$ cat src/rtl/pat_buf_sched.sv
// rtl/pat_buf_sched.sv - pattern field-buffer ownership scheduler and RAM arbiter
// Optional: define PAT_BUF_SCHED_ERR_EN to add the sticky err[3:0] port.
module pat_buf_sched #(
    parameter int NUM_BUFS     = 8,
    parameter int BUFP_WIDTH   = 3,
    parameter int FIELDP_WIDTH = 5,
    parameter int BUFFER_WIDTH = 8
) (
    input  logic                               clk,
    input  logic                               reset,
    input  logic                               host_alloc,
    output logic                               host_alloc_ok,
    output logic [BUFP_WIDTH-1:0]              host_alloc_buf,
    input  logic                               host_commit,
    input  logic                               host_release,
    input  logic                               host_req,
    input  logic                               host_we,
    input  logic [BUFP_WIDTH-1:0]              host_buf,
    input  logic [FIELDP_WIDTH-1:0]            host_field,
    input  logic [BUFFER_WIDTH-1:0]            host_wdata,
    output logic                               host_gnt,
    input  logic                               pat_claim,
    output logic                               pat_claim_ok,
    output logic [BUFP_WIDTH-1:0]              pat_bufp,
    output logic                               pat_busy,
    input  logic                               pat_done,
    input  logic                               pat_req,
    input  logic                               pat_we,
    input  logic [FIELDP_WIDTH-1:0]            pat_fieldp,
    input  logic [FIELDP_WIDTH-1:0]            pat_fieldwp,
    input  logic [BUFFER_WIDTH-1:0]            pat_wdata,
    output logic                               pat_gnt,
    output logic [BUFFER_WIDTH-1:0]            rdata,
    output logic                               host_rvalid,
    output logic                               pat_rvalid,
    output logic                               ram_en,
    output logic                               ram_we,
    output logic [BUFP_WIDTH+FIELDP_WIDTH-1:0] ram_adr,
    output logic [BUFFER_WIDTH-1:0]            ram_wdata,
    input  logic [BUFFER_WIDTH-1:0]            ram_rdata
`ifdef PAT_BUF_SCHED_ERR_EN
    ,
    output logic [3:0]                         err
`endif
);

    localparam int CNT_W = BUFP_WIDTH + 1;

    typedef enum logic [1:0] {
        ST_FREE  = 2'd0,
        ST_HOST  = 2'd1,
        ST_READY = 2'd2,
        ST_PAT   = 2'd3
    } buf_state_t;

    buf_state_t              r_state [NUM_BUFS];
    logic [BUFP_WIDTH-1:0]   r_q [NUM_BUFS];
    logic [BUFP_WIDTH-1:0]   r_head;
    logic [BUFP_WIDTH-1:0]   r_tail;
    logic [CNT_W-1:0]        r_count;
    logic                    r_pat_busy;
    logic [BUFP_WIDTH-1:0]   r_pat_bufp;
    logic                    r_rr_pat;
    logic                    r_host_rd;
    logic                    r_pat_rd;

    logic                    w_free_found;
    logic [BUFP_WIDTH-1:0]   w_free_idx;
    logic                    w_host_owns;
    logic                    w_commit;
    logic                    w_release;
    logic                    w_claim;
    logic                    w_done;
    logic                    w_host_legal;
    logic                    w_pat_legal;
    logic                    w_host_gnt;
    logic                    w_pat_gnt;
    logic [FIELDP_WIDTH-1:0] w_pat_field;
    logic [CNT_W-1:0]        w_push;
    logic [CNT_W-1:0]        w_pop;

    // Scan downwards so the last hit is the lowest free index.
    always_comb begin
        w_free_found = 1'b0;
        w_free_idx   = '0;
        for (int i = NUM_BUFS - 1; i >= 0; i--) begin
            if (r_state[i] == ST_FREE) begin
                w_free_found = 1'b1;
                w_free_idx   = BUFP_WIDTH'(i);
            end
        end
    end

    assign w_host_owns  = (r_state[host_buf] == ST_HOST);
    assign w_commit     = !reset && host_commit && w_host_owns;
    assign w_release    = !reset && host_release && w_host_owns && !host_commit;
    assign w_claim      = !reset && pat_claim && (r_count != '0) && !r_pat_busy;
    assign w_done       = !reset && pat_done && r_pat_busy;
    assign w_host_legal = !reset && host_req && w_host_owns;
    assign w_pat_legal  = !reset && pat_req && r_pat_busy;
    assign w_pat_field  = pat_we ? pat_fieldwp : pat_fieldp;
    assign w_push       = {{(CNT_W-1){1'b0}}, w_commit};
    assign w_pop        = {{(CNT_W-1){1'b0}}, w_claim};

    always_comb begin
        w_host_gnt = w_host_legal;
        w_pat_gnt  = w_pat_legal;
        if (w_host_legal && w_pat_legal) begin
            w_host_gnt = !r_rr_pat;
            w_pat_gnt  = r_rr_pat;
        end
    end

    assign host_alloc_ok  = !reset && host_alloc && w_free_found;
    assign host_alloc_buf = w_free_idx;
    assign host_gnt       = w_host_gnt;
    assign pat_gnt        = w_pat_gnt;
    assign pat_claim_ok   = w_claim;
    assign pat_bufp       = r_pat_bufp;
    assign pat_busy       = r_pat_busy;
    assign ram_en         = w_host_gnt || w_pat_gnt;
    assign ram_we         = w_host_gnt ? host_we : (w_pat_gnt && pat_we);
    assign ram_adr        = w_host_gnt ? {host_buf, host_field} : {r_pat_bufp, w_pat_field};
    assign ram_wdata      = w_host_gnt ? host_wdata : pat_wdata;
    assign rdata          = ram_rdata;
    assign host_rvalid    = r_host_rd;
    assign pat_rvalid     = r_pat_rd;

    // Alloc, commit/release, claim and done always address distinct buffers
    // (FREE, HOST, READY and PAT respectively), so the updates never collide.
    always_ff @(posedge clk) begin
        if (reset) begin
            for (int i = 0; i < NUM_BUFS; i++) begin
                r_state[i] <= ST_FREE;
            end
            r_head     <= '0;
            r_tail     <= '0;
            r_count    <= '0;
            r_pat_busy <= 1'b0;
            r_pat_bufp <= '0;
            r_rr_pat   <= 1'b0;
            r_host_rd  <= 1'b0;
            r_pat_rd   <= 1'b0;
        end else begin
            if (host_alloc_ok) begin
                r_state[w_free_idx] <= ST_HOST;
            end
            if (w_commit) begin
                r_state[host_buf] <= ST_READY;
                r_q[r_tail]       <= host_buf;
                r_tail            <= r_tail + 1'b1;
            end else if (w_release) begin
                r_state[host_buf] <= ST_FREE;
            end
            if (w_claim) begin
                r_state[r_q[r_head]] <= ST_PAT;
                r_pat_bufp           <= r_q[r_head];
                r_pat_busy           <= 1'b1;
                r_head               <= r_head + 1'b1;
            end
            if (w_done) begin
                r_state[r_pat_bufp] <= ST_HOST;
                r_pat_busy          <= 1'b0;
            end
            r_count <= r_count + w_push - w_pop;
            if (w_host_gnt) begin
                r_rr_pat <= 1'b1;
            end else if (w_pat_gnt) begin
                r_rr_pat <= 1'b0;
            end
            r_host_rd <= w_host_gnt && !host_we;
            r_pat_rd  <= w_pat_gnt && !pat_we;
        end
    end

`ifdef PAT_BUF_SCHED_ERR_EN
    logic [3:0] r_err;

    always_ff @(posedge clk) begin
        if (reset) begin
            r_err <= '0;
        end else begin
            r_err <= r_err | {(pat_claim && r_pat_busy) || (pat_done && !r_pat_busy),
                              (host_commit || host_release) && !w_host_owns,
                              pat_req && !r_pat_busy,
                              host_req && !w_host_owns};
        end
    end

    assign err = r_err;
`endif

endmodule
$ cat config.mk
export PLATFORM = sky130hd
export DESIGN_NAME = pat_buf_sched
export DESIGN_NICKNAME = d
export VERILOG_FILES = /design/src/rtl/pat_buf_sched.sv
export SDC_FILE = /design/constraint.sdc
export NUM_CORES = 1
export LEC_CHECK = 0
export CAP_MARGIN = 10
export CORE_MARGIN = 4
export CORE_UTILIZATION = 49
export DETAILED_ROUTE_END_ITERATION = 8
export GPL_TIMING_DRIVEN = 0
export HOLD_SLACK_MARGIN = 0.08
export PLACE_DENSITY = 0.81
export RECOVER_POWER = 100
export SYNTH_ARGS = -nofsm -noshare
export SYNTH_HDL_FRONTEND = slang
export SYNTH_SLANG_ARGS = --single-unit
$ cat constraint.sdc
create_clock -name clk -period 3.11 [get_ports clk]
set_clock_uncertainty 0.05 [all_clocks]
set_input_delay 0.622 -clock clk [delete_from_list [all_inputs] [get_ports clk]]
set_output_delay 0.622 -clock clk [all_outputs]
set_load 0.1 [all_outputs]
==> Word-level counts from Yosys, hierarchy flattened <==
Memory sizes are Yosys's and may differ from the RTL's. A register that Yosys moved wholly into a read port is not among the register bits.
Index checks and enable logic that the tools add are counted.
{ "totals": {"regBits": 17, "mem_bits_rw": 40, "input_bits": 53, "output_inout_bits": 39, "word_cells": 115, "n_memories": 2} }
{ "mem_list": {"columns": ["memory", "words", "word_bits", "rd", "rd_clocked_by_memory_dff", "wr", "line_no", "rtl"], "rows": [
  ["r_q", 8, 3, 1, 1, 1, "57", "logic [BUFP_WIDTH-1:0] r_q [NUM_BUFS];"],
  ["r_state", 8, 2, 9, 0, 8, "56", "buf_state_t r_state [NUM_BUFS];"]
]} }
{ "classes": {"n_addsub": 4, "eq_ne": 1, "muxes": 57, "n_bitwise": 1, "reduce_logical": 42} }
{ "ops": {"columns": ["operator", "n"], "rows": [
  ["3-bit 2-to-1 mux", 14],
  ["1-bit 2-to-1 mux", 35],
  ["1-bit logical AND", 20],
  ["2-bit logical NOT", 8],
  ["8-bit 2-to-1 mux", 2],
  ["2-bit 2-to-1 mux", 5],
  ["2-bit OR reduction", 5],
  ["3-bit by 1-bit adder with 3-bit output (second input constant)", 2],
  ["1-bit logical NOT", 6],
  ["5-bit 2-to-1 mux", 1],
  ["4-bit by 1-bit adder with 4-bit output", 1],
  ["4-bit nonzero test", 1],
  ["4-bit by 1-bit subtractor with 4-bit output", 1],
  ["2-bit by 1-bit == test with 1-bit output (second input constant)", 1],
  ["2-bit nonzero test", 1],
  ["1-bit logical OR", 1],
  ["1-bit bitwise OR", 1]
]} }

==> Longest topological paths before layout <==
An unclocked memory read counts as a cell.
{ "logic_depth": {"word_depth": 16, "ltp_mapped": 13, "ltp_nobuf": 12} }

==> Least setup slack after synthesis <==
Ideal clock, no wire load.
{ "synth_timing": {"path_type": "input -> output", "start": "in host_buf[2]", "end": "out ram_we", "t_arrival_ns": 4.315, "t_required_ns": 2.438, "path_slack_ns": -1.877, "stages": 7, "n_path_buf": 1, "path_cell_list": "mux2_2 -> a221oi_1 -> o22a_2 -> nor2_2 -> buf_2 -> a31oi_1 -> a22o_1"} }
{ "synth_via": {"elab_chain_cells": 7, "elab_cells_between_ends": 8, "cone_classes": "eq/ne (1); mux (3); reduce/logical (3); memory (1)"} }
{ "synth_rtl": {"columns": ["element", "line_no", "rtl"], "rows": [
  ["from (decl)", "18", "input logic [BUFP_WIDTH-1:0] host_buf,"],
  ["memory read 8 x 2 bit", null, null],
  ["2-bit by 1-bit == test with 1-bit output", "94", "assign w_host_owns = (r_state[host_buf] == ST_HOST);"],
  ["1-bit logical AND", "99", "assign w_host_legal = !reset && host_req && w_host_owns;"],
  ["1-bit logical AND", "108", "if (w_host_legal && w_pat_legal) begin"],
  ["1-bit 2-to-1 mux", "108", null],
  ["named net pat_gnt", "32", "output logic pat_gnt,"],
  ["1-bit logical AND", "122", "assign ram_we = w_host_gnt ? host_we : (w_pat_gnt && pat_we);"],
  ["1-bit 2-to-1 mux", "122", null],
  ["to (decl)", "37", "output logic ram_we,"]
]} }
The timed path passes the listed nets, and every way through them passes these cells.

==> impl_metrics.yaml <==
outcome:
  status: "complete, but fails checks"
  failing_checks: "negative setup slack"
pwr:
  power.net_switching_mw: 1.169
  p_leak_nw: 1.976
  seq_power_share_pct: 34.1
  totalPowerFinal_mw: 2.854
  ir_worst_vdd_mv: 0.4943
  internal-power_mw: 1.685
  netSwitchingFraction_pct: 40.97
  power.clock.fraction_pct: 22.9
  share_comb_of_total_power_pct: 43.0
  cellPowerDensity_nw_per_um2: 559.2
detailed_routing:
  dr_total_vias: 3138
  dr.pass1.iters: 5
  met2_length_um: 4812
  detail-route-antenna-nets: 0
  per_cell_routed_wire_length_um: 19.18
  highest-signal-layer: "met4"
  wirelength_um: 10480
  via_per_inst: 5.747
  initialDrtViolationCount: 375
  met3_wirelength_um: 1053
  drcViolationCount: 0
  route.layer.met1.wl_um: 4373
finish:
  finish.utilization_pct: 75.12
  n_antenna_cell: 0
  nets: 506
  area_overhead_of_the_layout_relative_to_synthesis_pct: 48.71
  drive_gt1_share_pct: 30.22
  count_of_non_filler_cells_in_the_finished_layout: 546
  nFillCells: 434
clock_tree:
  htree_levels: 3
  hold_buffers: 0
  worstSkewPairLatency_ns: 0.35
  cts.reportedPaths.clkPinSlew_ns: 0.08
  tritoncts: "yes"
  clk_path_buf_depth: 2
  cts_made_buffers: 9
  clockRootBuffer: "sky130_fd_sc_hd__clkbuf_8"
  tritoncts_sinks: 60
grt:
  grt_pass1_vias: 3048
  grt_pass1_wl_um: 16200
  grt_max_degree: 16
  track_usage_pct: 24.75
  grt_antenna_before_repair: 0
  overflow: 0
sta:
  tightest_slew_ns: 0.9807
  hold_ws_ns: 0.4372
  achievable-frequency_mhz: 312.5
  setup_viol: 11
  slew_headroom_pct: 34.41
  finalWorstSetupSlack_ns: -0.09016
  final.min_clock_period_ns: 3.200
  report.final.slew_viol_count: 0
  hold_viol_final: 0
  rsz0062_at_grt: "true"
  fin_crit_sh_pct: 102.9
die:
  die-width_um: 91.69
  initial_utilization_pct: 50.52
  core_area_um2: 6794
  boundaryPins: 92
  die_y_um: 91.69
  placementRows: 30
  die_area_um2: 8407
worst_hold_path:
  hold_end: "r_q[2][2]$_DFFE_PP_"
  hold_path.startpoint: "host_buf[2]"
  hold_path_class: "in2reg"
  hold_depth: 1
setup_path:
  critPathArrivalTime_ns: 2.53
  reg2reg_depth: 12
  critical_path_required_ns: 2.44
  timing_worst_setup_path_type: "reg2out"
  cp_max_fo: 5
  crit-reg2reg-launch: "r_state[1][1]$_DFFE_PP_"
  worstReg2RegEnd: "r_count[2]$_SDFF_PP0_"
  r2r_slack_ns: 0.18
  cp-start-kind: "flop"
  crit_path_end_kind: "output port"
yosys:
  synth_enable_flop_cells: 32
  synthDominantCellAreaShare_pct: 28.00
  post_synth_num_cell_types: 62
  syn_inst: 333
  synth_top_flop_cell: "sky130_fd_sc_hd__edfxtp_1"
  total_of_warnings_raised_by_yosys: 0
  syn_area_per_cell_um2: 10.31
  flip_flop_and_latch_count_after_synthesis: 60
  syn_nets: 394
  synthTopCellsByCount: "sky130_fd_sc_hd__edfxtp_1, sky130_fd_sc_hd__nor2_1, sky130_fd_sc_hd__dfxtp_1, sky130_fd_sc_hd__nand2_1, sky130_fd_sc_hd__mux2_1"
  synth_most_common_cell: "sky130_fd_sc_hd__edfxtp_1"
  synth.yosys.seq_area_share_pct: 44.33
  synth.top_cells.by_area: "sky130_fd_sc_hd__edfxtp_1, sky130_fd_sc_hd__dfxtp_1, sky130_fd_sc_hd__mux2_1"
  synth.cell_area_um2: 3432
  postSynth.asyncResetShare_pct: 0
  synth_top_area_cell: "sky130_fd_sc_hd__edfxtp_1"
placement:
  weighted_congestion_at_the_end_of_routability_driven_global_placement: 0.9219
  placed_cells: 511
  placed_wire_length_estimate_after_detailed_placement_um: 7150
  portBuffers: 82
run:
  max_cap_violations: 0
[final cells by class]
type,count,area (um^2),area share (%)
Timing Repair Buffer,101,1189,23.29
Clock buffer,10,137.6,2.697
Inverter,16,68.82,1.348
Buffer,22,158.9,3.114
Tap cell,96,120.1,2.354
Multi-Input combinational cell,235,1859,36.43
Clock inverter,6,47.55,0.9316
Sequential cell,60,1523,29.84
[metrics by stage]
step / TNS [ns] / worst slack (ns) / area [um^2]
6_report: -0.6792 / -0.09016 / 5104
4_1_cts: -1.129 / -0.1081 / 5011
2_1_floorplan: -0.2155 / -0.2155 / 3517
5_1_grt: -1.123 / -0.1261 / 5104
3_5_place_dp: -59.61 / -1.940 / 4458
3_3_place_gp: -55.40 / -1.880 / 4458
[worst max-delay path: stages (launching register included)]
cell and delay (ns):
sky130_fd_sc_hd__edfxtp_1 0.43, sky130_fd_sc_hd__mux2_4 0.30, sky130_fd_sc_hd__a22oi_2 0.15, sky130_fd_sc_hd__o211ai_1 0.17
sky130_fd_sc_hd__nor2_4 0.20, sky130_fd_sc_hd__nand3_4 0.12, sky130_fd_sc_hd__clkinv_4 0.09, sky130_fd_sc_hd__buf_12 0.11
sky130_fd_sc_hd__buf_12 0.11, sky130_fd_sc_hd__mux2_4 0.31, sky130_fd_sc_hd__buf_12 0.17
[placed cells by master (no fill, tap or decap), drive strengths merged, types with 10 or more instances in the layout]
| cell | synthesis | layout |
|---|---|---|
| dfxtp | 28 | 28 |
| clkdlybuf4s50 | 0 | 54 |
| edfxtp | 32 | 32 |
| nand2 | 25 | 25 |
| nand3 | 13 | 13 |
| buf | 18 | 59 |
| nor2 | 32 | 32 |
| inv | 16 | 16 |
| o21ai | 11 | 11 |
| clkbuf | 4 | 17 |
| mux2i | 11 | 11 |
| mux2 | 26 | 26 |
| a21oi | 10 | 10 |
[power groups by stage]
stage	Sequential (mW)	Combinational [mW]	Clock, mW
after floorplan	1.04	0.760	0
after global placement	0.984	1.08	0
after detailed placement	0.987	1.09	0
after CTS	0.970	1.19	0.660
after global routing	0.982	1.29	0.699
final	0.974	1.23	0.654
[sequential cells by signal, summed over array words and instances (netlist names), named ones only]
name,count
r_rr_pat,1
r_tail,3
r_state,16
host_rvalid,1
pat_bufp,3
r_count,4
pat_busy,1
pat_rvalid,1
r_q,24
r_head,3
[layer usage]
metal / track usage (%) / vias to the layer above
met5: 0 / -
met4: 6.807 / 0
met3: 7.711 / 29
met2: 39.20 / 205
met1: 32.86 / 1452
li1: - / 1452
[timing repair]
| action | CTS | global route |
|---|---|---|
| resized for setup | 224 | 21 |
| endpoints found under the setup margin | 53 | 26 |
| endpoints found under the hold margin | 0 | 0 |
| gates cloned | 1 | 1 |
| buffers inserted | 12 | 6 |
| pin swaps | 7 | 5 |
[worst max path at each step]
stage / start / to / slack [ns] / cells past startpoint
after floorplan: host_buf[2] / ram_we / -0.22 / 7
after global placement: host_buf[1] / ram_wdata[0] / -1.88 / 10
after detailed placement: host_buf[0] / ram_wdata[0] / -1.94 / 10
after CTS: r_state[1][1]$_DFFE_PP_ / ram_wdata[0] / -0.11 / 10
after global routing: r_state[1][1]$_DFFE_PP_ / ram_wdata[0] / -0.13 / 10
final: r_state[1][1]$_DFFE_PP_ / ram_wdata[0] / -0.09 / 10
[kinds of logic after synthesis]
group           after synthesis  synth area share, %
fa+ha+maj                     8                3.135
mux                          41                14.36
simple gates                120                18.59
xor+xnor                      5                1.276
flops                        60                44.33
compound gates               61                12.54
buf+inv                      38                5.760
Power figures use the tool's default switching activity.
